## config.mk

```make
export PLATFORM = sky130hd
export DESIGN_NAME = sync_fifo
export DESIGN_NICKNAME = d
export VERILOG_FILES = /design/src/rtl/sync_fifo.sv
export SDC_FILE = /design/constraint.sdc
export NUM_CORES = 1
export LEC_CHECK = 0
export CAP_MARGIN = 20
export CORE_MARGIN = 5
export CORE_UTILIZATION = 40
export DETAILED_ROUTE_END_ITERATION = 12
export PLACE_DENSITY = 0.62
export RECOVER_POWER = 50
export SLEW_MARGIN = 30
export SYNTH_ARGS = -nofsm -noshare
export SYNTH_HDL_FRONTEND = slang
export SYNTH_SLANG_ARGS = --single-unit
```

## constraint.sdc

```tcl
create_clock -name CLK -period 3.3 [get_ports CLK]
set_clock_uncertainty 0.2 [all_clocks]
set_input_delay 0.825 -clock CLK [delete_from_list [all_inputs] [get_ports CLK]]
set_output_delay 0.825 -clock CLK [all_outputs]
set_load 0.05 [all_outputs]
```

## src/rtl/sync_fifo.sv

```systemverilog
// Synchronous FIFO with arbitrary (non-power-of-two) depth, occupancy flags,
// sticky overflow/underflow and a choice of registered or fall-through read data.
module sync_fifo #(
  parameter int DATA_WIDTH    = 8,
  parameter int ADDRESS_DEPTH = 8,
  parameter int AF_LEVEL      = 6,
  parameter int AE_LEVEL      = 1,
  parameter int FWFT          = 0,
  localparam int CW           = $clog2(ADDRESS_DEPTH + 1)
) (
  input  logic                  CLK,
  input  logic                  RST,
  input  logic                  WR_INC,
  input  logic [DATA_WIDTH-1:0] WR_DATA,
  input  logic                  RD_INC,
  input  logic                  CLR_ERR,
  output logic [DATA_WIDTH-1:0] RD_DATA,
  output logic                  RD_VALID,
  output logic                  FULL,
  output logic                  EMPTY,
  output logic                  ALMOST_FULL,
  output logic                  ALMOST_EMPTY,
  output logic [CW-1:0]         COUNT,
  output logic                  OVERFLOW,
  output logic                  UNDERFLOW
);

  localparam int PW = (ADDRESS_DEPTH > 2) ? $clog2(ADDRESS_DEPTH) : 1;
  localparam logic [PW-1:0] LAST_PTR = PW'(ADDRESS_DEPTH - 1);
  localparam logic [CW-1:0] DEPTH_C  = CW'(ADDRESS_DEPTH);
  localparam logic [CW-1:0] AF_C     = CW'(AF_LEVEL);
  localparam logic [CW-1:0] AE_C     = CW'(AE_LEVEL);

  logic [DATA_WIDTH-1:0] mem [ADDRESS_DEPTH];
  logic [PW-1:0]         wr_ptr;
  logic [PW-1:0]         rd_ptr;
  logic [CW-1:0]         count;
  logic                  overflow;
  logic                  underflow;
  logic                  wr_ok;
  logic                  rd_ok;
  logic [DATA_WIDTH-1:0] head;

  // Explicit wrap keeps non-power-of-two depths correct.
  function automatic logic [PW-1:0] next_ptr(input logic [PW-1:0] p);
    return (p == LAST_PTR) ? '0 : p + 1'b1;
  endfunction

  assign FULL         = (count == DEPTH_C);
  assign EMPTY        = (count == '0);
  assign ALMOST_FULL  = (count >= AF_C);
  assign ALMOST_EMPTY = (count <= AE_C);
  assign COUNT        = count;
  assign OVERFLOW     = overflow;
  assign UNDERFLOW    = underflow;

  assign wr_ok = WR_INC & ~FULL;
  assign rd_ok = RD_INC & ~EMPTY;
  assign head  = mem[rd_ptr];

  always_ff @(posedge CLK or negedge RST) begin
    if (!RST) begin
      wr_ptr    <= '0;
      rd_ptr    <= '0;
      count     <= '0;
      overflow  <= 1'b0;
      underflow <= 1'b0;
    end else begin
      if (wr_ok) wr_ptr <= next_ptr(wr_ptr);
      if (rd_ok) rd_ptr <= next_ptr(rd_ptr);
      case ({wr_ok, rd_ok})
        2'b10:   count <= count + 1'b1;
        2'b01:   count <= count - 1'b1;
        default: count <= count;
      endcase
      // A new error on the same edge as a clear takes priority.
      overflow  <= (WR_INC & FULL)  | (overflow  & ~CLR_ERR);
      underflow <= (RD_INC & EMPTY) | (underflow & ~CLR_ERR);
    end
  end

  always_ff @(posedge CLK) begin
    if (wr_ok) mem[wr_ptr] <= WR_DATA;
  end

  generate
    if (FWFT != 0) begin : g_fwft
      assign RD_DATA  = EMPTY ? '0 : head;
      assign RD_VALID = ~EMPTY;
    end else begin : g_registered
      logic [DATA_WIDTH-1:0] rd_data_q;
      logic                  rd_valid_q;

      always_ff @(posedge CLK or negedge RST) begin
        if (!RST) begin
          rd_data_q  <= '0;
          rd_valid_q <= 1'b0;
        end else begin
          rd_valid_q <= rd_ok;
          if (rd_ok) rd_data_q <= head;
        end
      end

      assign RD_DATA  = rd_data_q;
      assign RD_VALID = rd_valid_q;
    end
  endgenerate

endmodule

```

==> run_summary.xml <==
<?xml version="1.0" encoding="UTF-8"?>
<metrics>
  <group name="critical_path">
    <metric name="worstRegToRegCells" unit="">8</metric>
    <metric name="crit_path_top_delay_cell" unit="">sky130_fd_sc_hd__clkdlybuf4s50_1</metric>
    <metric name="timing.critical_path.cells" unit="">inv_1 &gt; ha_1 &gt; nor2_1 &gt; nor3_1 &gt; clkdlybuf4s50_1</metric>
    <metric name="crit_arrival" unit="ns">2.16</metric>
    <metric name="r2r_slack" unit="ns">0.71</metric>
    <metric name="setup.worst_path.start_class" unit="">flip-flop</metric>
    <metric name="regToRegStartpoint" unit="">COUNT[0]</metric>
    <metric name="logic_depth_of_the_worst_path_buffers_included" unit="">5</metric>
    <metric name="critPathKind" unit="">reg2out</metric>
    <metric name="cp-endpoint" unit="">ALMOST_EMPTY</metric>
    <metric name="cp-startpoint" unit="">COUNT[0]</metric>
    <metric name="critical_path_peak_fanout" unit="">7</metric>
    <metric name="path_delay_family" unit="">buffers and inverters</metric>
    <metric name="crit_path_max_incr_delay" unit="ns">0.82</metric>
    <metric name="timing.critical_path.buf_inv" unit="">2</metric>
    <metric name="endpoint_required_time_on_the_critical_path" unit="ns">2.27</metric>
    <metric name="worstReg2RegEnd" unit="">COUNT[3]</metric>
    <metric name="crit_path_end_kind" unit="">primary output</metric>
  </group>
  <group name="clock_network">
    <metric name="clkLatencyLatePin" unit="ns">0.35</metric>
    <metric name="path_clk_slew" unit="ns">0.08</metric>
    <metric name="clock_sinks" unit="">85</metric>
    <metric name="cts_buffers" unit="">9</metric>
    <metric name="ctsHoldBuffers" unit="">0</metric>
    <metric name="tritoncts" unit="">done</metric>
    <metric name="ctsHtreeMaxLevel" unit="">3</metric>
    <metric name="cts_setup_buffers" unit="">0</metric>
    <metric name="postCtsResizedCells" unit="">0</metric>
    <metric name="cts_max_path_buffers" unit="">2</metric>
    <metric name="root_buffer" unit="">sky130_fd_sc_hd__clkbuf_8</metric>
  </group>
  <group name="logic_synthesis">
    <metric name="synthTopCellsByArea" unit="">sky130_fd_sc_hd__edfxtp_1, sky130_fd_sc_hd__dfrtp_1, sky130_fd_sc_hd__mux2_2, sky130_fd_sc_hd__mux2i_1, sky130_fd_sc_hd__ha_1</metric>
    <metric name="mappedNetlistNets" unit="">241</metric>
    <metric name="post-synth-top-area-fraction" unit="%">54.9</metric>
    <metric name="yosys_register_bits" unit="">85</metric>
    <metric name="post-synth-top-area-cell" unit="">sky130_fd_sc_hd__edfxtp_1</metric>
    <metric name="synth.yosys.seq_area_share" unit="%">69.9</metric>
    <metric name="synthesis.area" unit="µm²">3500</metric>
    <metric name="asyncSetResetFlopFracSynth" unit="%">24.7</metric>
    <metric name="synthesis.instances" unit="">219</metric>
    <metric name="synth_edf_count" unit="">64</metric>
    <metric name="number_of_distinct_standard_cells_referenced_by_the_synthesized_netlist" unit="">29</metric>
    <metric name="synth_common_cells" unit="">sky130_fd_sc_hd__edfxtp_1, sky130_fd_sc_hd__dfrtp_1, sky130_fd_sc_hd__mux2_2</metric>
    <metric name="avg_inst_size_synth" unit="µm²">16.0</metric>
    <metric name="synth_warnings" unit="">0</metric>
    <metric name="post-synth-top-count-cell" unit="">sky130_fd_sc_hd__edfxtp_1</metric>
    <metric name="synth-main-ff-cell" unit="">sky130_fd_sc_hd__edfxtp_1</metric>
  </group>
  <group name="layout">
    <metric name="sequential_cell_area" unit="µm²">2450</metric>
    <metric name="finish.net_count" unit="">287</metric>
    <metric name="finalCoreUtilization" unit="%">48.8</metric>
    <metric name="antenna-diode-count" unit="">0</metric>
    <metric name="area_occupied_by_multi_input_gates" unit="µm²">986</metric>
    <metric name="area_delta_synth_final" unit="%">20.3</metric>
    <metric name="drive_above_1_share" unit="%">17.8</metric>
    <metric name="final.fill_count" unit="">743</metric>
  </group>
  <group name="power">
    <metric name="static-leakage-power" unit="µW">0.00156</metric>
    <metric name="seqPwrFrac" unit="%">39.6</metric>
    <metric name="power_report.internal_total" unit="µW">2460</metric>
    <metric name="power_frac_comb" unit="%">40.8</metric>
    <metric name="power.share.clock" unit="%">19.6</metric>
    <metric name="power.density" unit="nW/µm²">934</metric>
    <metric name="switching_share" unit="%">37.4</metric>
    <metric name="max-vdd-ir-drop" unit="mV">0.426</metric>
    <metric name="p_switching" unit="µW">1470</metric>
  </group>
  <group name="sta">
    <metric name="rsz0062_at_grt" unit="">no</metric>
    <metric name="max_clock_freq" unit="GHz">0.314</metric>
    <metric name="maxSlewHeadroom" unit="%">18.5</metric>
    <metric name="least_margin_pin_slew" unit="ns">1.22</metric>
    <metric name="finalSetupTns" unit="ns">0</metric>
    <metric name="fin_crit_sh" unit="%">96.5</metric>
    <metric name="post-route-min-period" unit="ns">3.18</metric>
    <metric name="final_hold_viol_count" unit="">0</metric>
    <metric name="setup_violations" unit="">0</metric>
    <metric name="final_max_slew_viol_count" unit="">0</metric>
  </group>
  <group name="route">
    <metric name="route.detailed.wl_per_inst" unit="µm">17.9</metric>
    <metric name="drt_first_pass_iters" unit="">4</metric>
    <metric name="drcViolationCount" unit="">0</metric>
    <metric name="dr_total_vias" unit="">1942</metric>
    <metric name="antenna_violating_nets_post_route" unit="">0</metric>
    <metric name="drt_wl_total" unit="mm">6.78</metric>
    <metric name="starting_drt_drc_count" unit="">82</metric>
    <metric name="post_drt_via_cell_ratio" unit="">5.14</metric>
  </group>
  <group name="global_route">
    <metric name="grt_start_max_net_pins" unit="">36</metric>
    <metric name="vias_in_the_first_global_route" unit="">1935</metric>
    <metric name="grt_first_pass_wirelength" unit="mm">10.5</metric>
    <metric name="grt-ovfl-total" unit="">0</metric>
    <metric name="layer_with_the_highest_usage_after_global_routing" unit="">met2</metric>
    <metric name="met2_usage" unit="%">20.4</metric>
    <metric name="antenna_found_initial" unit="">0</metric>
    <metric name="grt_use_met1" unit="%">17.0</metric>
    <metric name="use_met3" unit="%">4.29</metric>
    <metric name="total_routing_usage_reported_by_global_routing" unit="%">12.9</metric>
  </group>
  <group name="floorplan">
    <metric name="die_y" unit="µm">104</metric>
    <metric name="number_of_placed_i_o_pins" unit="">32</metric>
    <metric name="floorplan.die.width" unit="µm">104</metric>
    <metric name="design.die.area" unit="µm²">10700</metric>
    <metric name="coreArea" unit="µm²">8640</metric>
    <metric name="initial_utilization" unit="%">40.5</metric>
    <metric name="std_cell_rows" unit="">34</metric>
  </group>
  <group name="min_path">
    <metric name="worst_hold_path.num_cells" unit="">2</metric>
    <metric name="hp-class" unit="">reg2reg</metric>
  </group>
  <group name="place">
    <metric name="hpwl" unit="mm">4.21</metric>
    <metric name="numPortBuffers" unit="">31</metric>
    <metric name="place_congestion" unit="">0.714</metric>
  </group>
  <group name="run_status">
    <metric name="outcome" unit="">finished clean</metric>
  </group>
  <group name="run">
    <metric name="maxCapViolations" unit="">0</metric>
  </group>
</metrics>
-- cell families (layout without fill, tap and decap cells) --
kind of cell    count (synthesis)  count (layout)  synth area share [%]
xor+xnor                        4               4                  1.00
mux                            38              38                  11.6
simple gates                   30              30                  4.54
fa+ha+maj                       9               9                  3.22
flops                          85              85                  69.9
compound gates                 39              39                  7.62
buf+inv                        14              65                  2.07
-- per-layer routing --
metal  vias up  part of all wire (%)
met5         -                     0
met4         0                   1.0
met3         6                   5.9
met2        55                    49
met1       948                    44
li1        933                     -
-- final cells by class --
type / count / share of cell area [%]
flip-flops and latches: 85 / 58.1
multi-input cells: 120 / 23.4
repair buffers: 43 / 9.63
well taps: 108 / 3.21
clock buffers: 9 / 2.94
clock inverters: 7 / 2.14
inverters: 6 / 0.535
-- power by group through the flow --
stage               Combinational, µW  Sequential, µW  Clock (µW)
finish                           1600            1560         772
global route                     1730            1590         842
CTS                              1640            1560         791
detailed placement               1630            1580           0
global placement                 1610            1580           0
floorplan                         857            1840           0
-- placed cells by master, fill, tap and decap left out, drive strengths merged, types with 4 or more instances in the layout --
cell type and count:
a22o 10, buf 11, clkbuf 11, clkdlybuf4s50 20, dfrtp 21, dlygate4sd3 9
edfxtp 64, ha 9, inv 6, mux2 21, mux2i 17, nand2 4
nand2b 6, nor2 8, nor3 5, o21ai 12, o22ai 8, o31ai 8
-- worst min-delay path: cells and delay by family (launching register included) --
kind               cells  cell delay (ns)
AOI/OAI and AO/OA      2             0.14
DFF                    1             0.34
-- metrics by stage --
step / instances / area (µm²) / total power, µW / hold slack (ns) / worst slack [ns]
2_1_floorplan: 219 / 3500 / 2700 / 0.329 / 0.228
3_3_place_gp: 362 / 4000 / 3190 / 0.291 / 0.446
3_5_place_dp: 362 / 4000 / 3220 / 0.301 / 0.392
4_1_cts: 378 / 4220 / 3990 / 0.320 / 0.0607
5_1_grt: 378 / 4210 / 4170 / 0.337 / 0.00494
6_report: 378 / 4210 / 3930 / 0.311 / 0.116
-- worst min-delay path by stage --
stage | start | endpoint
2_1_floorplan | RST | COUNT[0]
3_3_place_gp | OVERFLOW | OVERFLOW
3_5_place_dp | UNDERFLOW | UNDERFLOW
4_1_cts | UNDERFLOW | UNDERFLOW
5_1_grt | RD_DATA[5] | RD_DATA[5]
6_report | RD_DATA[5] | RD_DATA[5]
-- state kept, by name, summed over array words and instances, names as in the netlist --
signal,count
COUNT,4
wr_ptr,3
mem,64
OVERFLOW,1
RD_DATA,8
rd_ptr,3
UNDERFLOW,1
RD_VALID,1
(Power assumes the default switching activity.)
==> variant: new RTL, config.mk and constraints unchanged <==
Change the parameter `FWFT` from 0 to 1.
--- a/src/rtl/sync_fifo.sv
+++ b/src/rtl/sync_fifo.sv
@@ -5,7 +5,7 @@
   parameter int ADDRESS_DEPTH = 8,
   parameter int AF_LEVEL      = 6,
   parameter int AE_LEVEL      = 1,
-  parameter int FWFT          = 0,
+  parameter int FWFT          = 1,
   localparam int CW           = $clog2(ADDRESS_DEPTH + 1)
 ) (
   input  logic                  CLK,
Function: changed (Yosys sat finds a counterexample within 4 cycles, from zero or initial values and one cycle with RST low).
==> variant against the unedited design <==
- design area down 5.2%
- synthesized area down 8.3%
- sequential power down 9.6%
- utilization up 2.6 points
- power up 9.4%
- routed wire length down 9.1%
- sequential cell count down 9
- non-clock buffer count unchanged
- first-iteration DRC count up 3.7%
- count of clock-buffer cells in the layout unchanged
- worst setup slack better by 59 ps
- critical path type unchanged
- largest power group unchanged
==> variant: results (changes against the unedited design) <==
INFO  metric power_leakage = 1.53 nW (-2.1%)
INFO  metric worst_setup_path_startpoint = COUNT[1]$_DFFE_PN0P_
INFO  metric synthDominantCellAreaShare = 0.599 (+0.0497)
INFO  metric synth_nets = 225 (-6.6%)
INFO  metric power_frac_seq = 0.328 (-0.068)
INFO  metric grt_start_max_net_pins = 23 (-36%)
INFO  metric grt.total_usage = 0.135 (+0.00557)
INFO  metric ctsResizeCount = 2 (+2)
INFO  metric finalWeightedCongestion = 0.784 (+9.7%)
INFO  metric cts-root-buf = sky130_fd_sc_hd__clkbuf_8
INFO  metric worstMarginPinSlew = 593 ps (-629 ps)
INFO  metric crit_arrival = 2100 ps (-60 ps)
INFO  metric critical_path.max_fanout = 8 (+1)
INFO  metric m1WireLength = 2.83 mm (-4.7%)
INFO  metric routed_via_density = 5.16 (+0.50%)
INFO  metric synth_top_cells_by_count = 64 x sky130_fd_sc_hd__edfxtp_1, 33 x sky130_fd_sc_hd__mux2i_1, 16 x sky130_fd_sc_hd__a22oi_1
INFO  metric power_report.internal_total = 2.60 mW (+5.6%)
INFO  metric regToRegStartpoint = COUNT[0]$_DFFE_PN0P_
INFO  metric detail_route.iter0.violations = 85 (+3.7%)
INFO  metric vdd_drop_max = 727 uV (+71%)
INFO  metric worst_skew_pair.late_latency = 340 ps
INFO  metric postSynthCellCount = 203 (-7.3%)
INFO  metric met3_track_demand_over_resource = 0.0393 (-0.00364)
INFO  metric met1_track_usage_gr = 0.171 (+0.00162)
INFO  metric reg2regPathDepth = 10 (+2)
INFO  metric synth_enable_flop_cells = 64 (unchanged)
INFO  metric route.met3.wl = 191 um (-52%)
INFO  metric combPwrFrac = 0.500 (+0.092)
INFO  metric fin_crit = 3120 ps (-59.5 ps)
INFO  metric numCtsBuffers = 9 (unchanged)
INFO  metric placed_cells = 341 (-5.8%)
INFO  metric gr-usage-met2 = 0.214 (+0.0104)
INFO  metric detailedPlace.worstSlack = 329 ps (-62.3 ps)
INFO  metric power = 4.30 mW (+9.4%)
INFO  metric outcome = finished clean
INFO  metric crit_path_max_incr_delay = 790 ps (-30 ps)
INFO  metric synth_area_leaders = sky130_fd_sc_hd__edfxtp_1 60%, sky130_fd_sc_hd__mux2i_1 10%, sky130_fd_sc_hd__dfrtp_1 9.4%
INFO  metric route.vias.total = 1833 (-5.6%)
INFO  metric slowest_stage = sky130_fd_sc_hd__clkdlybuf4s50_1
INFO  metric hpwlAfterDp = 4.00 mm (-5.1%)
INFO  metric synth_async_sr_flop_share = 0.158 (-0.0892)
INFO  metric final_net_count = 272 (-5.2%)
INFO  metric worst-r2r-setup-slack = 550 ps (-160 ps)
INFO  metric grt_first_pass_wirelength = 9.85 mm (-6.1%)
INFO  metric met2WireLength = 3.06 mm (-8.5%)
INFO  metric detail_route.wirelength = 6.16 mm (-9.1%)
INFO  metric post_dp_cell_area = 3800 um2 (-5.1%)
INFO  metric yosysSeqAreaShare = 0.692 (-0.00692)
==> variant: cell count changes after synthesis, sizes merged, moves of 9 or more <==
cell,before,now
mux2i,17,33
a22o,10,0
a22oi,0,16
mux2,21,6
dfrtp,21,12
==> variant: how the worst min path moves through the flow <==
stage | start | end | slack [ps] | cells after the start
finish | UNDERFLOW$_DFF_PN0_ | UNDERFLOW$_DFF_PN0_ | 340 | 2
global route | OVERFLOW$_DFF_PN0_ | OVERFLOW$_DFF_PN0_ | 360 | 2
CTS | UNDERFLOW$_DFF_PN0_ | UNDERFLOW$_DFF_PN0_ | 340 | 2
detailed placement | OVERFLOW$_DFF_PN0_ | OVERFLOW$_DFF_PN0_ | 330 | 2
global placement | UNDERFLOW$_DFF_PN0_ | UNDERFLOW$_DFF_PN0_ | 320 | 2
floorplan | RST | COUNT[0]$_DFFE_PN0P_ | 330 | 0
==> variant: final cells by class <==
| class | instances | area [um2] |
|---|---|---|
| multi-input combinational | 113 | 921 |
| clock buffer | 9 | 124 |
| sequential | 76 | 2220 |
| tap | 102 | 128 |
| clock inverter | 5 | 78.8 |
| timing repair buffer | 43 | 489 |
| inverter | 7 | 26.3 |
| fill | 665 | 3780 |
==> variant: worst max-delay path: cells and delay by family (launching register included) <==
kind            cells  cell delay (ps)
compound gates      1              150
flops               1              460
buf+inv             2              900
fa+ha+maj           1              240
==> variant: kinds of logic (layout without fill, tap and decap cells) <==
kind of cell | after synthesis | after routing | synth area share
flops | 76 | 76 | 0.692
buf+inv | 14 | 64 | 0.0203
simple gates | 39 | 39 | 0.0686
fa+ha+maj | 9 | 9 | 0.0351
xor+xnor | 4 | 4 | 0.0109
compound gates | 22 | 22 | 0.0487
mux | 39 | 39 | 0.124
